## config.mk

```make
export PLATFORM = sky130hd
export DESIGN_NAME = binary_to_bcd_converter
export DESIGN_NICKNAME = d
export VERILOG_FILES = /design/src/rtl/seven_segment_pkg.sv /design/src/rtl/bcd_digit_adjust.sv /design/src/rtl/binary_to_bcd_converter.sv
export SDC_FILE = /design/constraint.sdc
export NUM_CORES = 1
export LEC_CHECK = 0
export BUFFER_PORTS_ARGS = -buffer_cell sky130_fd_sc_hd__buf_2
export CAP_MARGIN = 20
export CELL_PAD_IN_SITES_DETAIL_PLACEMENT = 1
export CELL_PAD_IN_SITES_GLOBAL_PLACEMENT = 1
export CORE_MARGIN = 5
export CORE_UTILIZATION = 40
export CTS_BUF_LIST = sky130_fd_sc_hd__clkbuf_16
export CTS_CLUSTER_DIAMETER = 40
export DETAILED_ROUTE_END_ITERATION = 10
export PLACE_DENSITY = 0.71
export SETUP_SLACK_MARGIN = 0.02
export SLEW_MARGIN = 20
export SYNTH_ARGS = -nofsm -noshare
export SYNTH_HDL_FRONTEND = slang
export SYNTH_SLANG_ARGS = --single-unit
```

## constraint.sdc

```tcl
create_clock -name clock -period 3.06 [get_ports clock]
set_input_delay 0.459 -clock clock [delete_from_list [all_inputs] [get_ports clock]]
set_output_delay 0.459 -clock clock [all_outputs]
set_load 0.005 [all_outputs]
```

## src/rtl/seven_segment_pkg.sv

```systemverilog
// Shared types and helpers for the seven-segment display path.
package seven_segment_pkg;

    typedef enum logic [1:0] {
        IDLE,
        SHIFT,
        FINISH
    } state_t;

    localparam int BCD_NIBBLE_WIDTH = 4;

    // Decimal digits needed for an unsigned word of the given width (upper bound).
    function automatic int internal_digits(input int width);
        return (width + 2) / 3;
    endfunction

endpackage

```

## src/rtl/bcd_digit_adjust.sv

```systemverilog
// Double-dabble correction cell: a nibble of 5 or more gets 3 added before the next shift.
module bcd_digit_adjust (
    input  logic [3:0] digit,
    output logic [3:0] adjusted
);

    assign adjusted = (digit >= 4'd5) ? digit + 4'd3 : digit;

endmodule

```

## src/rtl/binary_to_bcd_converter.sv

```systemverilog
// Iterative double-dabble converter feeding the seven-segment controller with packed BCD digits.
// Handshake: start is honoured only while idle (including the done cycle); busy covers the
// conversion; done pulses for one cycle when bcdOut/blankMask/overflow have just been updated.
module binary_to_bcd_converter
    import seven_segment_pkg::*;
#(
    parameter int INPUT_WIDTH = 16,
    parameter int DIGITS      = 4
) (
    input  logic                                clock,
    input  logic                                reset,
    input  logic [INPUT_WIDTH-1:0]              binaryIn,
    input  logic                                start,
    output logic                                busy,
    output logic                                done,
    output logic [BCD_NIBBLE_WIDTH*DIGITS-1:0]  bcdOut,
    output logic [DIGITS-1:0]                   blankMask,
    output logic                                overflow,
    output state_t                              stateDebug
);

    localparam int INTERNAL_DIGITS = internal_digits(INPUT_WIDTH);
    localparam int BCD_W           = INTERNAL_DIGITS * BCD_NIBBLE_WIDTH;
    localparam int SR_W            = BCD_W + INPUT_WIDTH;
    localparam int CNT_W           = $clog2(INPUT_WIDTH + 1);
    localparam int EXT_DIGITS      = (INTERNAL_DIGITS > DIGITS) ? INTERNAL_DIGITS : DIGITS;
    localparam logic [DIGITS-1:0] BLANK_RESET = {{(DIGITS-1){1'b1}}, 1'b0};

    state_t                              state;
    logic [CNT_W-1:0]                    count;
    logic [SR_W-1:0]                     shift_reg;
    logic [SR_W-1:0]                     shift_adj;
    logic [EXT_DIGITS*BCD_NIBBLE_WIDTH-1:0] digits_ext;
    logic [DIGITS*BCD_NIBBLE_WIDTH-1:0]  bcd_next;
    logic                                ovf_next;
    logic [DIGITS-1:0]                   blank_next;
    logic                                zero_run;

    assign stateDebug = state;

    // Binary operand bits pass through untouched; only the BCD nibbles are corrected.
    assign shift_adj[INPUT_WIDTH-1:0] = shift_reg[INPUT_WIDTH-1:0];

    for (genvar g = 0; g < INTERNAL_DIGITS; g++) begin : g_adjust
        bcd_digit_adjust u_adjust (
            .digit    (shift_reg[INPUT_WIDTH + g*BCD_NIBBLE_WIDTH +: BCD_NIBBLE_WIDTH]),
            .adjusted (shift_adj[INPUT_WIDTH + g*BCD_NIBBLE_WIDTH +: BCD_NIBBLE_WIDTH])
        );
    end

    always_comb begin
        digits_ext = '0;
        digits_ext[BCD_W-1:0] = shift_reg[SR_W-1:INPUT_WIDTH];
    end

    assign bcd_next = digits_ext[DIGITS*BCD_NIBBLE_WIDTH-1:0];

    if (EXT_DIGITS > DIGITS) begin : g_overflow
        assign ovf_next = |digits_ext[EXT_DIGITS*BCD_NIBBLE_WIDTH-1:DIGITS*BCD_NIBBLE_WIDTH];
    end else begin : g_no_overflow
        assign ovf_next = 1'b0;
    end

    // A digit is blankable when it and every more significant digit are zero.
    always_comb begin
        blank_next = '0;
        zero_run   = 1'b1;
        for (int i = DIGITS - 1; i >= 1; i--) begin
            zero_run      = zero_run & (bcd_next[i*BCD_NIBBLE_WIDTH +: BCD_NIBBLE_WIDTH] == 4'd0);
            blank_next[i] = zero_run;
        end
        if (ovf_next) begin
            blank_next = '0;
        end
    end

    always_ff @(posedge clock or posedge reset) begin
        if (reset) begin
            state     <= IDLE;
            count     <= '0;
            shift_reg <= '0;
            busy      <= 1'b0;
            done      <= 1'b0;
            bcdOut    <= '0;
            overflow  <= 1'b0;
            blankMask <= BLANK_RESET;
        end else begin
            case (state)
                IDLE: begin
                    done <= 1'b0;
                    if (start) begin
                        shift_reg <= {{BCD_W{1'b0}}, binaryIn};
                        count     <= '0;
                        busy      <= 1'b1;
                        state     <= SHIFT;
                    end
                end
                SHIFT: begin
                    shift_reg <= shift_adj << 1;
                    if (count == CNT_W'(INPUT_WIDTH - 1)) begin
                        state <= FINISH;
                    end else begin
                        count <= count + CNT_W'(1);
                    end
                end
                FINISH: begin
                    bcdOut    <= bcd_next;
                    overflow  <= ovf_next;
                    blankMask <= blank_next;
                    done      <= 1'b1;
                    busy      <= 1'b0;
                    state     <= IDLE;
                end
                default: state <= IDLE;
            endcase
        end
    end

endmodule

```

==> flow_summary_export.csv, run 1 <==
group,metric,value,unit
sta,rsz0062_at_grt,"false",
sta,finClkSkew,0.00587,ns
cells_and_area,nets,410,
synth,yosysTopAreaCell,"dfrtp_1",
clock_tree,clk_pin_slew,0.05,ns
sta,finalHoldViolCount,0,
critical_path,cp-start-kind,"register",
floorplanning,die_h,101,um
routing,drtIter0Drc,52,
floorplanning,start_util,40.6,%
sta,slew_headroom,40.7,%
cells_and_area,fin_cells,481,
sta,fmax,528,MHz
clock_tree,cts_buffers,9,
routing,ant_nets,0,
floorplanning,die-area,10200,sq um
clock_tree,ctsResizeCount,0,
placement,gp_routability_congestion,0.697,
min_path,min_path_type,"input port to async pin",
floorplanning,coreArea,8130,sq um
synth,syn_inst,334,
routing,wl,7530,um
grt,grt_pass1_wl,13000,um
clock_tree,root_buffer,"clkbuf_16",
cells_and_area,drive_above_1_share,19.7,%
pwr,ir_worst_vdd,0.000335,V
pwr,pwr-share-clk,20.6,%
sta,fin_crit_sh,61.8,%
placement,dpl_cell_area,3610,sq um
critical_path,critPathKind,"register to register",
synth,yosys_most_used_dff,"dfrtp_1",
critical_path,critPathRequiredTime,3.25,ns
grt,grt.met1_usage,21.9,%
placement,port-buffer-count,42,
sta,setup_viol,0,
cells_and_area,n_antenna_cell,0,
cells_and_area,syn2layout_area_growth,16.7,%
synth,yosys.area.top_type_share,50.0,%
placement,place.detailed.hpwl,5050,um
sta,holdWs,0.387,ns
clock_tree,cts.sinks,69,
grt,antenna_found_initial,0,
grt,grt-ovfl-total,0,
routing,vias_per_cell,5.25,
synth,ys_seq_elements,69,
floorplanning,die_w,101,um
grt,gr-usage-met3,4.57,%
pwr,p_leak,1.83,nW
synth,synth_nets,371,
cells_and_area,final_area,3850,sq um
pwr,share_comb_of_total_power,41.9,%
cells_and_area,fill_cells,956,
critical_path,crit_arrival,2.09,ns
floorplanning,pin_count,44,
grt,grt_max_degree,70,
clock_tree,post-cts-setup-buffer-count,0,
pwr,power.density,1110,nW/um^2
routing,vias,2524,
sta,slew_violations,0,
grt,top_usage_layer,"met2",
grt,grt.met2_usage,25.0,%
clock_tree,clock_latency,0.32,ns
clock_tree,cts_max_path_buffers,2,
grt,grt_usage,16.2,%
synth,ys_seq_area_share,52.4,%
synth,syn_area_per_cell,9.89,sq um
clock_tree,cts_tree,"done",
critical_path,endpoint_kind,"register",
clock_tree,cts_max_level,3,
pwr,p_seq_share,37.5,%
pwr,p_int,2.59,mW
sta,worst_slew_pin_slew,0.890,ns
pwr,power.switching,1.68,mW
run,max_cap_viol_count,0,
routing,drc,0,
synth,synthTopCellsByArea,"dfrtp_1 (50%), ha_1 (6.8%), nand2_1 (6.4%)",
routing,first_pass_iters,4,
placement,place_inst,467,
synth,syn_area,3300,sq um
cells_and_area,final_common_cell,"dfrtp_1",
synth,synth_edf_count,0,
routing,wire_per_inst,15.6,um
floorplanning,rows,33,
critical_path,critPathMaxFanout,14,
sta,tns,0,ns
synth,async_flop_share,100,%
cells_and_area,final_cell_mix,"dfrtp_1 (66), nand2_1 (56), buf_2 (42), o21ai_0 (22), nor2_1 (20)",
sta,layout_min_cycle_time,1.89,ns
pwr,p_total,4.27,mW
clock_tree,holdBufCountCts,0,
cells_and_area,largest_register_ffs,40,
pwr,swShare,39.3,%
synth,synth.distinct_cells,38,
grt,grt_pass1_vias,2658,
synth,yosys_warnings,0,
run_status,status,"finished clean",
-- cell type report --
cell class / instances / area (sq um) / area share [%]
clock buffer: 9 / 225 / 5.84
timing repair buffer: 47 / 248 / 6.43
multi-input combinational: 231 / 1440 / 37.5
inverter: 15 / 56.3 / 1.46
sequential: 69 / 1730 / 44.9
tap: 105 / 131 / 3.41
clock inverter: 5 / 20.0 / 0.519
-- cell usage after synthesis (2+ instances only) --
master	count
nand3_1	5
nor2_1	21
a21oi_1	16
ha_1	18
xor2_1	2
inv_1	15
dfrtp_1	66
nor3_1	6
o22ai_1	10
nand2b_1	8
nor3b_1	4
dfstp_2	3
mux2_2	8
a221o_1	2
nand2_1	56
a32o_1	6
buf_2	7
o31ai_1	6
a31oi_1	15
xnor2_1	6
o32ai_1	2
o21ai_0	22
o311ai_0	4
clkbuf_1	11
o21ai_1	2
-- critical path: stages (launching register included) --
cell,delay [ns]
dfrtp_1,0.48
inv_1,0.19
nor2_2,0.53
buf_4,0.32
nand3_1,0.11
o311ai_0,0.12
-- per-layer routing --
metal,routed length (um),share of wire (%)
met3,273,3.6
met1,3660,49
met5,0,0
met4,121,1.6
met2,3470,46
-- power by group through the flow --
stage / registers [mW] / logic, mW / clock network (mW)
after floorplan: 1.55 / 1.33 / 0
after global placement: 1.59 / 1.72 / 0
after detailed placement: 1.62 / 1.80 / 0
after CTS: 1.61 / 1.83 / 0.903
after global routing: 1.66 / 2.05 / 0.952
final: 1.60 / 1.79 / 0.881
-- stage by stage --
step,worst slack (ns),utilization [%]
after floorplan,0.866,-
after global placement,1.11,44.3
after detailed placement,1.10,44.3
after CTS,1.08,47.4
after global routing,0.896,47.4
final,1.17,47.4
-- kinds of logic after synthesis --
| kind of cell | Yosys count | share of synthesized area, % |
|---|---|---|
| and+or+nand+nor | 109 | 14.9 |
| AOI/OAI and AO/OA | 86 | 16.4 |
| DFF | 69 | 52.4 |
| buffers and inverters | 34 | 4.24 |
| adders and majority gates | 18 | 6.82 |
| muxes | 9 | 3.03 |
| xor gates and xnor gates | 8 | 2.12 |
| other | 1 | 0.113 |
-- worst paths after layout --
kind                       cells after the start  slack, ns                       from                        end
hold / removal                                 3       0.39                      reset     bcdOut[13]$_DFFE_PP0P_
setup reg to reg                               5       1.17  stateDebug[0]$_DFFE_PP0P_  shift_reg[34]$_DFFE_PP0P_
max in group asynchronous                      3       2.08                      reset       overflow$_DFFE_PP0P_
hold reg to reg                                2       0.47   blankMask[1]$_DFFE_PP1P_   blankMask[1]$_DFFE_PP1P_
setup / recovery                               5       1.17  stateDebug[0]$_DFFE_PP0P_  shift_reg[34]$_DFFE_PP0P_
min in group clock                             3       0.39                binaryIn[8]   shift_reg[8]$_DFFE_PP0P_
Power figures use the tool's default switching activity.
==> run 2, diff against run 1 <==
Settings changed: PLACE_DENSITY 0.71 to 0.74.
Clock period 3.06 ns to 1.6 ns, I/O delays scaled along.
==> run 2 against run 1 <==
The run now ends with negative setup slack left. Critical path type unchanged. Critical endpoint is now blankMask[2]$_DFFE_PP1P_. Flip-flop and latch count stayed put. Non-clock buffer count rose by 33. Hold slack worse by 0.22 ns. Via count increased by 7.7%. Clock power rose to 2.6 times the previous value. Global-route usage increased by 2.5 points. Combinational power rose to 2.6 times the previous value. Clock skew is 0.0018 ns higher. Highest routed layer unchanged.
==> flow_summary_export.csv, run 2 (synthesis gave the netlist of run 1 again) <==
group,metric,value,unit
critical_path,critPathMaxFanout,2,
clock_tree,clock_latency,0.33,ns
floorplanning,die_w,101,um
cells_and_area,fin_cells,516,
pwr,ir_worst_vdd,0.00114,V
critical_path,worstRegToRegCells,6,
sta,slew_violations,0,
clock_tree,cts_max_level,3,
routing,wl,8850,um
sta,setup_viol,6,
grt,grt-ovfl-total,0,
cells_and_area,n_antenna_cell,0,
cells_and_area,final_cell_mix,"dfrtp_1 (65), nand2_1 (56), buf_2 (42), buf_4 (29), nor2_1 (19)",
critical_path,endpoint,"blankMask[2]$_DFFE_PP1P_",
sta,finalHoldViolCount,0,
critical_path,r2r_slack,-0.14,ns
sta,slew_headroom,66.4,%
placement,port-buffer-count,42,
cells_and_area,fill_cells,926,
cells_and_area,largest_register_ffs,40,
pwr,p_leak,2.07,nW
cells_and_area,final_util,54.3,%
routing,drc,0,
sta,setup_ws,-0.142,ns
placement,place.detailed.hpwl,5730,um
cells_and_area,final_common_cell,"dfrtp_1",
min_path,min_path_type,"input port to register",
routing,wire_per_inst,17.1,um
routing,drtIter0Drc,62,
routing,vias,2719,
grt,grt_usage,18.7,%
grt,grt_pass1_wl,14900,um
routing,ant_nets,0,
clock_tree,cts_max_path_buffers,2,
run_status,violations,"negative setup slack",
cells_and_area,syn2layout_area_growth,33.5,%
floorplanning,rows,33,
cells_and_area,drive_above_1_share,32.6,%
floorplanning,die-area,10200,sq um
sta,fin_crit_sh,109,%
clock_tree,cts_tree,"done",
clock_tree,cts.sinks,69,
clock_tree,cts_buffers,9,
critical_path,timing.rr.end,"blankMask[2]$_DFFE_PP1P_",
critical_path,cp-start-kind,"register",
grt,antenna_found_initial,0,
pwr,power.density,2240,nW/um^2
critical_path,startpoint,"shift_reg[33]$_DFFE_PP0P_",
sta,finClkSkew,0.00771,ns
routing,vias_per_cell,5.27,
floorplanning,start_util,40.6,%
floorplanning,coreArea,8130,sq um
floorplanning,die_h,101,um
sta,rsz0062_at_grt,"true",
placement,gp_routability_congestion,0.785,
critical_path,crit_arrival,1.99,ns
cells_and_area,nets,443,
critical_path,regToRegStartpoint,"shift_reg[33]$_DFFE_PP0P_",
run,max_cap_viol_count,0,
sta,fmax,574,MHz
grt,grt_max_degree,41,
clock_tree,clk_pin_slew,0.06,ns
clock_tree,root_buffer,"clkbuf_16",
placement,place_inst,488,
critical_path,critPathKind,"register to register",
run_status,status,"complete, but fails checks",
sta,layout_min_cycle_time,1.74,ns
sta,worst_slew_pin_slew,0.503,ns
grt,grt_pass1_vias,3018,
routing,first_pass_iters,4,
floorplanning,pin_count,44,
critical_path,critPathRequiredTime,1.85,ns
critical_path,endpoint_kind,"register",
[run 2: cell types whose count changed in the layout (fill, tap and decap cells not counted), sizes merged]
cell / delta
clkinv: -2
dlygate4sd3: +1
clkinvlp: +2
bufinv: +3
inv: -1
buf: +32
[run 2: layout make-up]
class	instances	area (sq um)	area share, %
inverters	15	60.1	1.36
clock buffers	9	225	5.10
flip-flops and latches	69	1730	39.2
well taps	105	131	2.98
multi-input cells	231	1570	35.6
clock inverters	7	114	2.58
repair buffers	80	581	13.2
[run 2: per-layer routing]
metal / vias to the layer above / share of wire [%] / track usage, %
met5: - / 0 / 0
met4: 0 / 0.94 / 4.91
met3: 8 / 3.9 / 3.81
met2: 46 / 53 / 34.2
met1: 1348 / 42 / 22.1
li1: 1317 / - / -
[run 2: where the power goes]
part           total, mW  internal [mW]  switching, mW
Combinational       4.57           2.16           2.41
Clock               2.27           1.51          0.753
Sequential          3.07           2.50          0.568
[run 2: how the worst min path moves through the flow]
stage	startpoint	endpoint	slack, ns	cells after the start
after floorplan	binaryIn[10]	shift_reg[10]$_DFFE_PP0P_	0.39	2
after global placement	reset	bcdOut[12]$_DFFE_PP0P_	0.30	2
after detailed placement	reset	bcdOut[12]$_DFFE_PP0P_	0.30	2
after CTS	binaryIn[13]	shift_reg[13]$_DFFE_PP0P_	0.16	3
after global routing	binaryIn[2]	shift_reg[2]$_DFFE_PP0P_	0.17	3
final	binaryIn[13]	shift_reg[13]$_DFFE_PP0P_	0.17	3
[run 2: repair_timing]
| action | 4_1_cts | 5_1_grt |
|---|---|---|
| buffers inserted | 6 | 5 |
| hold endpoints to repair | 17 | 0 |
| endpoints found under the setup margin | 9 | 32 |
| pin swaps | 7 | 11 |
| hold buffers | 1 | 0 |
| gates resized for setup | 11 | 19 |
[run 2: metrics by stage]
stage | power, mW | worst slack (ns) | hold WS [ns] | setup TNS (ns) | cell area, sq um
2_1_floorplan | 5.55 | -0.0345 | 0.390 | -0.0345 | 3340
3_3_place_gp | 6.82 | -0.0275 | 0.297 | -0.0530 | 3870
3_5_place_dp | 7.08 | -0.179 | 0.298 | -0.429 | 3870
4_1_cts | 9.68 | -0.118 | 0.156 | -0.279 | 4300
5_1_grt | 10.6 | -0.230 | 0.167 | -0.999 | 4410
6_report | 9.90 | -0.142 | 0.166 | -0.484 | 4410
[run 2: critical path: stages, from the launching register on]
cell     delay, ns
dfrtp_1       0.39
inv_2         0.09
ha_4          0.13
or4b_4        0.47
nor3b_4       0.23
nand4_1       0.18
o21ai_1       0.19
==> run 3, diff against run 2 <==
Settings changed: ABC_CLOCK_PERIOD_IN_PS from default to 1600, GPL_TIMING_DRIVEN from default to 0, TNS_END_PERCENT from default to 100.
==> run 3 against run 2 <==
The run still ends with negative setup slack left. Count of clock-buffer cells in the layout stayed put. Hold slack worse by 0.0025 ns. Cell count is 0.19% lower. Largest power group unchanged.
==> flow_summary_export.csv, run 3 (synthesis gave the netlist of run 1 again) <==
group,metric,value,unit
floorplanning,die-area,10200,sq um
cells_and_area,drive_above_1_share,32.7,%
critical_path,critPathRequiredTime,1.86,ns
sta,setup_viol,4,
sta,rsz0062_at_grt,"true",
cells_and_area,largest_register_ffs,40,
critical_path,cp_num_buf_inv,1,
cells_and_area,nets,442,
clock_tree,cts_max_level,3,
routing,first_pass_iters,4,
grt,grt-ovfl-total,0,
critical_path,cp-start-kind,"register",
routing,drtIter0Drc,83,
critical_path,worstRegToRegCells,6,
sta,fin_crit_sh,112,%
clock_tree,root_buffer,"clkbuf_16",
critical_path,crit_family,"simple AND/OR/NAND/NOR gates",
critical_path,critPathSlowestCell,"or4b_4",
grt,antenna_found_initial,0,
placement,place.detailed.hpwl,5940,um
pwr,share_comb_of_total_power,44.2,%
pwr,ir_worst_vdd,0.00101,V
clock_tree,clk_pin_slew,0.06,ns
grt,grt_max_degree,27,
sta,fmax,560,MHz
pwr,power.density,2240,nW/um^2
routing,drc,0,
cells_and_area,final_common_cell,"dfrtp_1",
grt,grt_pass1_wl,15200,um
sta,finClkSkew,0.00493,ns
critical_path,timing.rr.end,"blankMask[1]$_DFFE_PP1P_",
placement,gp_routability_congestion,0.759,
floorplanning,die_h,101,um
floorplanning,pin_count,44,
critical_path,critPathMaxFanout,3,
floorplanning,rows,33,
pwr,p_int,5.94,mW
floorplanning,die_w,101,um
min_path,min_path_cells,3,
min_path,min_path_type,"input port to register",
grt,grt_usage,18.9,%
critical_path,startpoint,"shift_reg[32]$_DFFE_PP0P_",
placement,port-buffer-count,42,
pwr,pwr-share-clk,23.5,%
cells_and_area,final_cell_mix,"dfrtp_1 (65), nand2_1 (56), buf_2 (44), buf_4 (21), o21ai_0 (20)",
floorplanning,start_util,40.6,%
critical_path,regToRegStartpoint,"shift_reg[32]$_DFFE_PP0P_",
critical_path,critPathKind,"register to register",
pwr,power.switching,3.71,mW
routing,vias_per_cell,5.34,
critical_path,r2r_slack,-0.19,ns
min_path,hold_end,"shift_reg[4]$_DFFE_PP0P_",
critical_path,endpoint_kind,"register",
routing,vias,2751,
pwr,p_total,9.66,mW
pwr,swShare,38.5,%
sta,finalHoldViolCount,0,
min_path,min-delay-start,"binaryIn[4]",
sta,layout_min_cycle_time,1.79,ns
cells_and_area,n_antenna_cell,0,
clock_tree,cts_max_path_buffers,2,
clock_tree,clock_latency,0.33,ns
clock_tree,cts.sinks,69,
critical_path,crit_chain,"inv_2 -> ha_4 -> or4b_4 -> nor3b_4 -> nand4_1 -> o21ai_1",
cells_and_area,syn2layout_area_growth,30.4,%
pwr,p_leak,2.03,nW
run_status,status,"complete, but fails checks",
clock_tree,cts_buffers,9,
floorplanning,coreArea,8130,sq um
pwr,p_seq_share,32.3,%
sta,setup_ws,-0.185,ns
sta,tns,-0.424,ns
routing,wire_per_inst,17.4,um
critical_path,slowest_delay,0.46,ns
critical_path,crit_arrival,2.04,ns
grt,grt_pass1_vias,3084,
cells_and_area,fill_cells,917,
clock_tree,cts_tree,"done",
run,max_cap_viol_count,0,
routing,ant_nets,0,
run_status,violations,"negative setup slack",
routing,wl,8940,um
sta,slew_violations,0,
[run 3: cell count changes in the layout (fill, tap and decap cells not counted), sizes merged]
cell    change
buf        -10
inv         +1
clkinv      -1
clkbuf      +9
[run 3: worst reg2reg max path, cell delays in order (launching register included)]
cell and delay [ns]:
dfrtp_1 0.39, inv_2 0.08, ha_4 0.12, or4b_4 0.46, nor3b_4 0.27, nand4_1 0.21
o21ai_1 0.18
[run 3: worst max-delay path by stage]
stage / slack (ns) / cells after the start / to
finish: -0.19 / 6 / blankMask[1]$_DFFE_PP1P_
detailed placement: -0.34 / 6 / blankMask[1]$_DFFE_PP1P_
global placement: -0.28 / 6 / blankMask[1]$_DFFE_PP1P_
CTS: -0.21 / 6 / blankMask[1]$_DFFE_PP1P_
global route: -0.24 / 6 / blankMask[1]$_DFFE_PP1P_
floorplan: -0.03 / 8 / count[3]$_DFFE_PP0P_
[run 3: repair_timing]
item,4_1_cts,5_1_grt
pin swaps,10,10
setup buffers,11,6
endpoints found under the hold margin,15,0
hold buffers,1,0
endpoints found under the setup margin,59,33
gates resized for setup,22,26
[run 3: layout make-up]
type	count	area (sq um)	area share (%)
clock buffers	9	225	5.23
multi-input cells	231	1550	36.0
inverters	15	60.1	1.39
well taps	105	131	3.05
clock inverters	7	115	2.67
repair buffers	62	388	9.00
plain buffers	17	106	2.47
flip-flops and latches	69	1730	40.2
[run 3: power groups by stage]
stage	combinational, mW	clock (mW)	sequential (mW)
final	4.27	2.27	3.12
after global routing	4.78	2.37	3.22
after CTS	4.00	2.30	3.10
after detailed placement	3.59	0	3.11
after global placement	3.41	0	3.05
after floorplan	2.59	0	2.96
[run 3: metrics by stage]
| step | utilization (%) | instances | hold WS (ns) | cell area (sq um) | setup WS (ns) |
|---|---|---|---|---|---|
| floorplan | - | 334 | 0.390 | 3340 | -0.0345 |
| global placement | 45.3 | 481 | 0.449 | 3680 | -0.280 |
| detailed placement | 45.8 | 483 | 0.296 | 3720 | -0.340 |
| CTS | 51.7 | 510 | 0.156 | 4210 | -0.210 |
| global route | 53.0 | 515 | 0.169 | 4310 | -0.243 |
| finish | 53.0 | 515 | 0.163 | 4310 | -0.185 |
[run 3: layer usage]
layer | vias to the layer above | share of wire (%) | GRT usage [%]
met5 | - | 0 | 0
met4 | 0 | 1.1 | 5.52
met3 | 10 | 4.0 | 4.50
met2 | 58 | 51 | 33.5
met1 | 1368 | 43 | 22.6
li1 | 1315 | - | -
